**src/rtl/mbisr_chain_ctrl_if.sv**
```systemverilog
// rtl/mbisr_chain_ctrl_if.sv - control, source, readback and chain pin bundle for the MBISR chain sequencer
interface mbisr_chain_ctrl_if #(
   parameter int WORD_W = 16
);
   logic              start;
   logic              mode;
   logic              abort;
   logic              src_valid;
   logic              src_ready;
   logic [WORD_W-1:0] src_data;
   logic              dst_valid;
   logic [WORD_W-1:0] dst_data;
   logic              chain_si;
   logic              chain_se;
   logic              chain_ce;
   logic              chain_so;
   logic              busy;
   logic              done;

   // master: fuse/JTAG controller plus chain SO pin; slave: the sequencer
   modport master (
      output start, mode, abort, src_valid, src_data, chain_so,
      input  src_ready, dst_valid, dst_data, chain_si, chain_se, chain_ce, busy, done
   );

   modport slave (
      input  start, mode, abort, src_valid, src_data, chain_so,
      output src_ready, dst_valid, dst_data, chain_si, chain_se, chain_ce, busy, done
   );
endinterface

```
**src/rtl/mbisr_chain_ctrl.sv**
```systemverilog
// rtl/mbisr_chain_ctrl.sv - sequencer that loads or reads back a serial MBISR repair chain
module mbisr_chain_ctrl #(
   parameter int CHAIN_LEN = 104,
   parameter int CNT_W     = 8,
   parameter int WORD_W    = 16
) (
   input  logic                  CLK,
   input  logic                  RSTB,
   mbisr_chain_ctrl_if.slave     bus
);
   localparam int FILL_W = $clog2(WORD_W + 1);
   localparam int PIDX_W = $clog2(WORD_W);

   typedef enum logic [1:0] {S_IDLE, S_CAPTURE, S_SHIFT, S_DONE} state_t;

   state_t              state_q;
   logic                mode_q;
   logic [CNT_W-1:0]    bit_cnt_q;
   logic [WORD_W-1:0]   buf_q;
   logic [FILL_W-1:0]   fill_q;
   logic                si_hold_q;
   logic [WORD_W-1:0]   pack_q;
   logic [PIDX_W-1:0]   pidx_q;
   logic                dst_valid_q;
   logic [WORD_W-1:0]   dst_data_q;

   logic                last_bit;
   logic                word_end;
   logic                buf_empty;
   logic [CNT_W-1:0]    remain;
   logic [FILL_W-1:0]   fill_d;
   logic [WORD_W-1:0]   pack_d;

   assign last_bit  = (bit_cnt_q == CNT_W'(CHAIN_LEN - 1));
   assign word_end  = (pidx_q == PIDX_W'(WORD_W - 1)) || last_bit;
   assign buf_empty = (fill_q == '0);
   // the last word only contributes the bits still missing from the chain
   assign remain    = CNT_W'(CHAIN_LEN) - bit_cnt_q;
   assign fill_d    = (remain >= CNT_W'(WORD_W)) ? FILL_W'(WORD_W) : remain[FILL_W-1:0];
   assign pack_d    = pack_q | ({{(WORD_W-1){1'b0}}, bus.chain_so} << pidx_q);

   assign bus.busy      = (state_q != S_IDLE);
   assign bus.done      = (state_q == S_DONE);
   assign bus.chain_se  = (state_q == S_SHIFT);
   assign bus.chain_ce  = (state_q == S_CAPTURE) || ((state_q == S_SHIFT) && (mode_q || !buf_empty));
   assign bus.src_ready = (state_q == S_SHIFT) && !mode_q && buf_empty && !bus.abort;
   // SI holds its last driven value across source stalls; readback pushes zeros
   assign bus.chain_si  = mode_q ? 1'b0 : (buf_empty ? si_hold_q : buf_q[0]);
   assign bus.dst_valid = dst_valid_q;
   assign bus.dst_data  = dst_data_q;

   always_ff @(posedge CLK or negedge RSTB) begin
      if (!RSTB) begin
         state_q     <= S_IDLE;
         mode_q      <= 1'b0;
         bit_cnt_q   <= '0;
         buf_q       <= '0;
         fill_q      <= '0;
         si_hold_q   <= 1'b0;
         pack_q      <= '0;
         pidx_q      <= '0;
         dst_valid_q <= 1'b0;
         dst_data_q  <= '0;
      end else begin
         dst_valid_q <= 1'b0;
         case (state_q)
            S_IDLE: begin
               if (bus.start && !bus.abort) begin
                  mode_q    <= bus.mode;
                  bit_cnt_q <= '0;
                  fill_q    <= '0;
                  buf_q     <= '0;
                  pack_q    <= '0;
                  pidx_q    <= '0;
                  state_q   <= bus.mode ? S_CAPTURE : S_SHIFT;
               end
            end
            S_CAPTURE: state_q <= bus.abort ? S_IDLE : S_SHIFT;
            S_SHIFT: begin
               if (bus.abort) begin
                  state_q <= S_IDLE;
                  fill_q  <= '0;
                  buf_q   <= '0;
                  pack_q  <= '0;
               end else if (mode_q) begin
                  bit_cnt_q <= bit_cnt_q + CNT_W'(1);
                  if (word_end) begin
                     dst_valid_q <= 1'b1;
                     dst_data_q  <= pack_d;
                     pack_q      <= '0;
                     pidx_q      <= '0;
                  end else begin
                     pack_q <= pack_d;
                     pidx_q <= pidx_q + PIDX_W'(1);
                  end
                  if (last_bit) state_q <= S_DONE;
               end else if (!buf_empty) begin
                  buf_q     <= buf_q >> 1;
                  fill_q    <= fill_q - FILL_W'(1);
                  si_hold_q <= buf_q[0];
                  bit_cnt_q <= bit_cnt_q + CNT_W'(1);
                  if (last_bit) state_q <= S_DONE;
               end else if (bus.src_valid) begin
                  buf_q  <= bus.src_data;
                  fill_q <= fill_d;
               end
            end
            S_DONE:  state_q <= S_IDLE;
            default: state_q <= S_IDLE;
         endcase
      end
   end
endmodule

```
**src/flat_wrapper.sv**
```systemverilog
// flat-port wrapper written by rule: the top's interface ports become plain ports
module mbisr_chain_ctrl_flat 
#(
   parameter int CHAIN_LEN = 104,
   parameter int CNT_W     = 8,
   parameter int WORD_W    = 16
)
  (CLK, RSTB, bus_start, bus_mode, bus_abort, bus_src_valid, bus_src_data, bus_chain_so, bus_src_ready, bus_dst_valid, bus_dst_data, bus_chain_si, bus_chain_se, bus_chain_ce, bus_busy, bus_done);
  mbisr_chain_ctrl_if #(.WORD_W(WORD_W)) bus_i ();
  input  logic CLK;
  input  logic RSTB;
  input wire logic [$bits(bus_i.start)-1:0] bus_start;
  input wire logic [$bits(bus_i.mode)-1:0] bus_mode;
  input wire logic [$bits(bus_i.abort)-1:0] bus_abort;
  input wire logic [$bits(bus_i.src_valid)-1:0] bus_src_valid;
  input wire logic [$bits(bus_i.src_data)-1:0] bus_src_data;
  input wire logic [$bits(bus_i.chain_so)-1:0] bus_chain_so;
  output wire logic [$bits(bus_i.src_ready)-1:0] bus_src_ready;
  output wire logic [$bits(bus_i.dst_valid)-1:0] bus_dst_valid;
  output wire logic [$bits(bus_i.dst_data)-1:0] bus_dst_data;
  output wire logic [$bits(bus_i.chain_si)-1:0] bus_chain_si;
  output wire logic [$bits(bus_i.chain_se)-1:0] bus_chain_se;
  output wire logic [$bits(bus_i.chain_ce)-1:0] bus_chain_ce;
  output wire logic [$bits(bus_i.busy)-1:0] bus_busy;
  output wire logic [$bits(bus_i.done)-1:0] bus_done;
  assign bus_i.start = bus_start;
  assign bus_i.mode = bus_mode;
  assign bus_i.abort = bus_abort;
  assign bus_i.src_valid = bus_src_valid;
  assign bus_i.src_data = bus_src_data;
  assign bus_i.chain_so = bus_chain_so;
  assign bus_src_ready = bus_i.src_ready;
  assign bus_dst_valid = bus_i.dst_valid;
  assign bus_dst_data = bus_i.dst_data;
  assign bus_chain_si = bus_i.chain_si;
  assign bus_chain_se = bus_i.chain_se;
  assign bus_chain_ce = bus_i.chain_ce;
  assign bus_busy = bus_i.busy;
  assign bus_done = bus_i.done;
  mbisr_chain_ctrl #(.CHAIN_LEN(CHAIN_LEN), .CNT_W(CNT_W), .WORD_W(WORD_W)) u_core (.CLK(CLK), .RSTB(RSTB), .bus(bus_i));
endmodule
```
**config.mk**
```make
export PLATFORM = sky130hd
export DESIGN_NAME = mbisr_chain_ctrl_flat
export DESIGN_NICKNAME = d
export VERILOG_FILES = /design/src/rtl/mbisr_chain_ctrl_if.sv /design/src/rtl/mbisr_chain_ctrl.sv /design/src/flat_wrapper.sv
export SDC_FILE = /design/constraint.sdc
export NUM_CORES = 1
export LEC_CHECK = 0
export BUFFER_PORTS_ARGS = -buffer_cell sky130_fd_sc_hd__buf_2
export CAP_MARGIN = 20
export CELL_PAD_IN_SITES_DETAIL_PLACEMENT = 0
export CELL_PAD_IN_SITES_GLOBAL_PLACEMENT = 1
export CORE_UTILIZATION = 30
export DETAILED_ROUTE_END_ITERATION = 8
export GPL_TIMING_DRIVEN = 0
export PLACE_DENSITY_LB_ADDON = 0.1
export SETUP_SLACK_MARGIN = 0.05
export SKIP_LAST_GASP = 1
export SLEW_MARGIN = 20
export SYNTH_ARGS = -nofsm -noshare
export SYNTH_HDL_FRONTEND = slang
export SYNTH_SLANG_ARGS = --single-unit
```
**constraint.sdc**
```tcl
create_clock -name CLK -period 2.47 [get_ports CLK]
set_clock_uncertainty 0.15 [all_clocks]
set_input_delay 0.494 -clock CLK [delete_from_list [all_inputs] [get_ports CLK]]
set_output_delay 0.494 -clock CLK [all_outputs]
set_load 0.05 [all_outputs]
```
==> run_results.csv <==
group,metric,value,unit
worst_setup_path,worstPathMaxFanout,4,
sta,final.period_utilization,103,%
sta,setup_viol,17,
worst_setup_path,required,1830,ps
yosys,ys.flop_type,"dfrtp_1",
global_routing,grt_use_total,16.7,%
yosys,synth_top_area_cell,"dfrtp_1",
floorplan,die_w,114,um
worst_setup_path,r2r-start,"u_core.fill_q[0]$_DFFE_PN0P_",
clock_network,cts_sinks,70,
global_routing,grt-ovfl-total,0,
worst_setup_path,reg2reg_depth,11,
clock_network,clkTransAtPathRegs,60,ps
route,drc,0,
yosys,yosysWarnings,0,
finish,fin_cells,602,
floorplan,die_h,114,um
yosys,synth.most_common_cell,"dfrtp_1",
yosys,synth-edff-count,0,
placement,dpl.hpwl,6.90,mm
worst_setup_path,cp-end-kind,"output pin",
worst_setup_path,cpPeakStageDelay,450,ps
worst_hold_path,min_path_cells,2,
worst_setup_path,crit_type,"flop to output pin",
floorplan,row_count,40,
global_routing,antenna_found_initial,0,
floorplan,ios,46,
placement,dp_slack,-291,ps
placement,port_buffers,44,
global_routing,grt_pass1_vias,3099,
route,vias_per_cell,5.01,
yosys,synth_xor_area_share,0.463,%
yosys,synthMuxAreaShare,6.51,%
yosys,ys_seq_area_share,46.3,%
yosys,synth_fp_nets,382,
finish,drive_above_1_share,32.3,%
clock_network,cts_tree,"built",
job,drv_cap,0,
route,dr.pass1.iters,4,
route,drt-wirelength-per-cell,16.7,um
floorplan,die_area,13100,um2
finish,final_util,40.0,%
finish,nFillCells,1235,
route,finalWirelength,10.0,mm
yosys,netlist.area_leader.share,46.3,%
power,p_leak,2.21,nW
power,p_per_area,920,nW/um2
sta,layout_setup_ws,-64.5,ps
finish,diodes,0,
route,vias,3016,
worst_setup_path,path_cells,"inv_2 -> ha_4 -> or4b_4 -> buf_6 -> o21ai_2 -> o21ai_2 -> buf_6",
finish,seq_area,1750,um2
clock_network,clk_latency,340,ps
sta,drv_slew,0,
clock_network,htreeDepth,3,
finish,syn2layout_area_growth,28.6,%
sta,period_needed,2530,ps
yosys,synth_top_family_by_area,"compound AO/OA/AOI/OAI gates",
yosys,syn_inst,355,
worst_setup_path,critical_path.slowest_cell,"or4b_4",
sta,max_freq,0.395,GHz
worst_setup_path,crit_buf_inv,3,
global_routing,grt_max_degree,39,
status,status,"complete, but fails checks",
yosys,synth_area_leaders,"dfrtp_1, mux2i_1, o2bb2ai_2",
placement,placed_cells,568,
yosys,ys_types,65,
yosys,syn_area,3780,um2
worst_setup_path,r2r_end,"u_core.buf_q[9]$_DFFE_PN0P_",
clock_network,clockBufferDepth,2,
clock_network,clockRootBuffer,"clkbuf_16",
yosys,avgSynthCellArea,10.7,um2
finish,layout.nets,457,
worst_setup_path,cp-start-kind,"flop",
sta,maxSlewHeadroom,46.4,%
finish,multi_input_area,1910,um2
power,power.total,4.48,mW
floorplan,coreArea,12200,um2
yosys,synth-compound-area-share,25.5,%
yosys,synthArstFlopShare,100,%
yosys,yosys-top-cells-count,"dfrtp_1, o21ai_0, a21oi_1, inv_1, nand2_1",
placement,place_congestion,0.724,
yosys,synth-simple-area-share,14.0,%
yosys,ys_ff_latch,70,
yosys,synthAdderAreaFrac,1.32,%
worst_hold_path,min_from,"bus_src_data[15]",
sta,tightest_slew,803,ps
global_routing,grt_pass1_wl,16.7,mm
sta,rsz0062_at_grt,"yes",
worst_setup_path,cp.arrival,1890,ps
sta,hold_viol_final,0,
route,drt.antenna.violating_nets,0,
clock_network,numCtsBuffers,9,
status,violations,"negative setup slack",
worst_hold_path,hp-class,"primary input to flop",
power,vdd_drop_max,0.408,mV
floorplan,start_util,31.1,%
worst_setup_path,cpLargestDelayFamily,"simple AND/OR/NAND/NOR gates",
worst_hold_path,min_to,"u_core.buf_q[15]$_DFFE_PN0P_",
worst_setup_path,r2r_setup_slack,-40,ps
route,drt-initial-drc-count,129,
-- cells by family after synthesis --
kind of cell | count (synthesis)
buf+inv | 44
fa+ha+maj | 4
simple gates | 87
mux | 24
compound gates | 124
xor+xnor | 2
flops | 70
-- state kept, by name (all words and copies together) (netlist names) --
register / cells
u_core.bit_cnt_q: 8
u_core.buf_q: 16
u_core.bus.dst_data: 16
u_core.bus.dst_valid: 1
u_core.fill_q: 5
u_core.mode_q: 1
u_core.pack_q: 16
u_core.pidx_q: 4
u_core.si_hold_q: 1
u_core.state_q: 2
-- layout make-up --
| class | count | share of cell area (%) |
|---|---|---|
| timing repair buffer | 65 | 9.43 |
| clock inverter | 3 | 0.900 |
| clock buffer | 12 | 5.27 |
| multi-input combinational | 241 | 39.3 |
| inverter | 22 | 1.70 |
| buffer | 21 | 3.06 |
| tap | 168 | 4.32 |
| sequential | 70 | 36.0 |
-- routing by layer --
metal | up-vias | track usage (%) | wire [um]
met5 | - | 0 | 0
li1 | 1480 | - | -
met1 | 1491 | 22.7 | 5010
met3 | 10 | 3.86 | 274
met4 | 0 | 5.71 | 139
met2 | 35 | 26.1 | 4620
-- report_power, final --
part	internal [mW]	switching (mW)	leakage, nW
clock	0.832	0.496	0.149
combinational	0.871	0.908	1.13
sequential	1.26	0.113	0.934
total	2.96	1.52	2.21
-- worst register-to-register path: stages, from the launching register on --
cell,delay [ps]
dfrtp_1,380
inv_2,80
ha_4,140
or4b_4,450
buf_6,140
buf_4,130
buf_8,120
nor4_4,290
or2_1,170
buf_6,140
clkbuf_16,160
o2bb2ai_2,90
-- how the worst max path moves through the flow --
stage,startpoint,to,slack [ps],cells after the start
3_3_place_gp,u_core.fill_q[0]$_DFFE_PN0P_,bus_src_ready,-330,6
3_5_place_dp,u_core.fill_q[0]$_DFFE_PN0P_,bus_src_ready,-290,6
5_1_grt,u_core.fill_q[0]$_DFFE_PN0P_,bus_chain_ce,-120,7
6_report,u_core.fill_q[0]$_DFFE_PN0P_,bus_chain_ce,-60,7
4_1_cts,u_core.fill_q[1]$_DFFE_PN0P_,bus_chain_ce,-70,7
2_1_floorplan,u_core.state_q[1]$_DFFE_PN0P_,bus_chain_ce,140,5
-- placed cells by master, fill, tap and decap left out, types with 13 or more instances in the layout --
master / n
o21ai_0: 22
buf_4: 15
o2bb2ai_1: 13
nand2_1: 21
a21oi_1: 23
buf_2: 47
o2bb2ai_2: 14
dfrtp_1: 69
inv_1: 20
mux2i_1: 19
-- metrics by stage --
| step | cell area, um2 | hold slack (ps) | TNS, ps |
|---|---|---|---|
| floorplan | 3790 | 48.4 | 0 |
| global placement | 4220 | 316 | -907 |
| detailed placement | 4240 | 324 | -756 |
| CTS | 4670 | 239 | -137 |
| global route | 4870 | 255 | -1670 |
| finish | 4870 | 249 | -346 |
-- repair_timing --
action	4_1_cts	5_1_grt
gates resized for setup	22	15
endpoints found under the setup margin	18	46
hold buffers	1	0
gates cloned	0	1
buffers inserted	5	14
pin swaps	1	6
hold endpoints to repair	32	0
No activity file was read; power rests on OpenSTA's default activity.
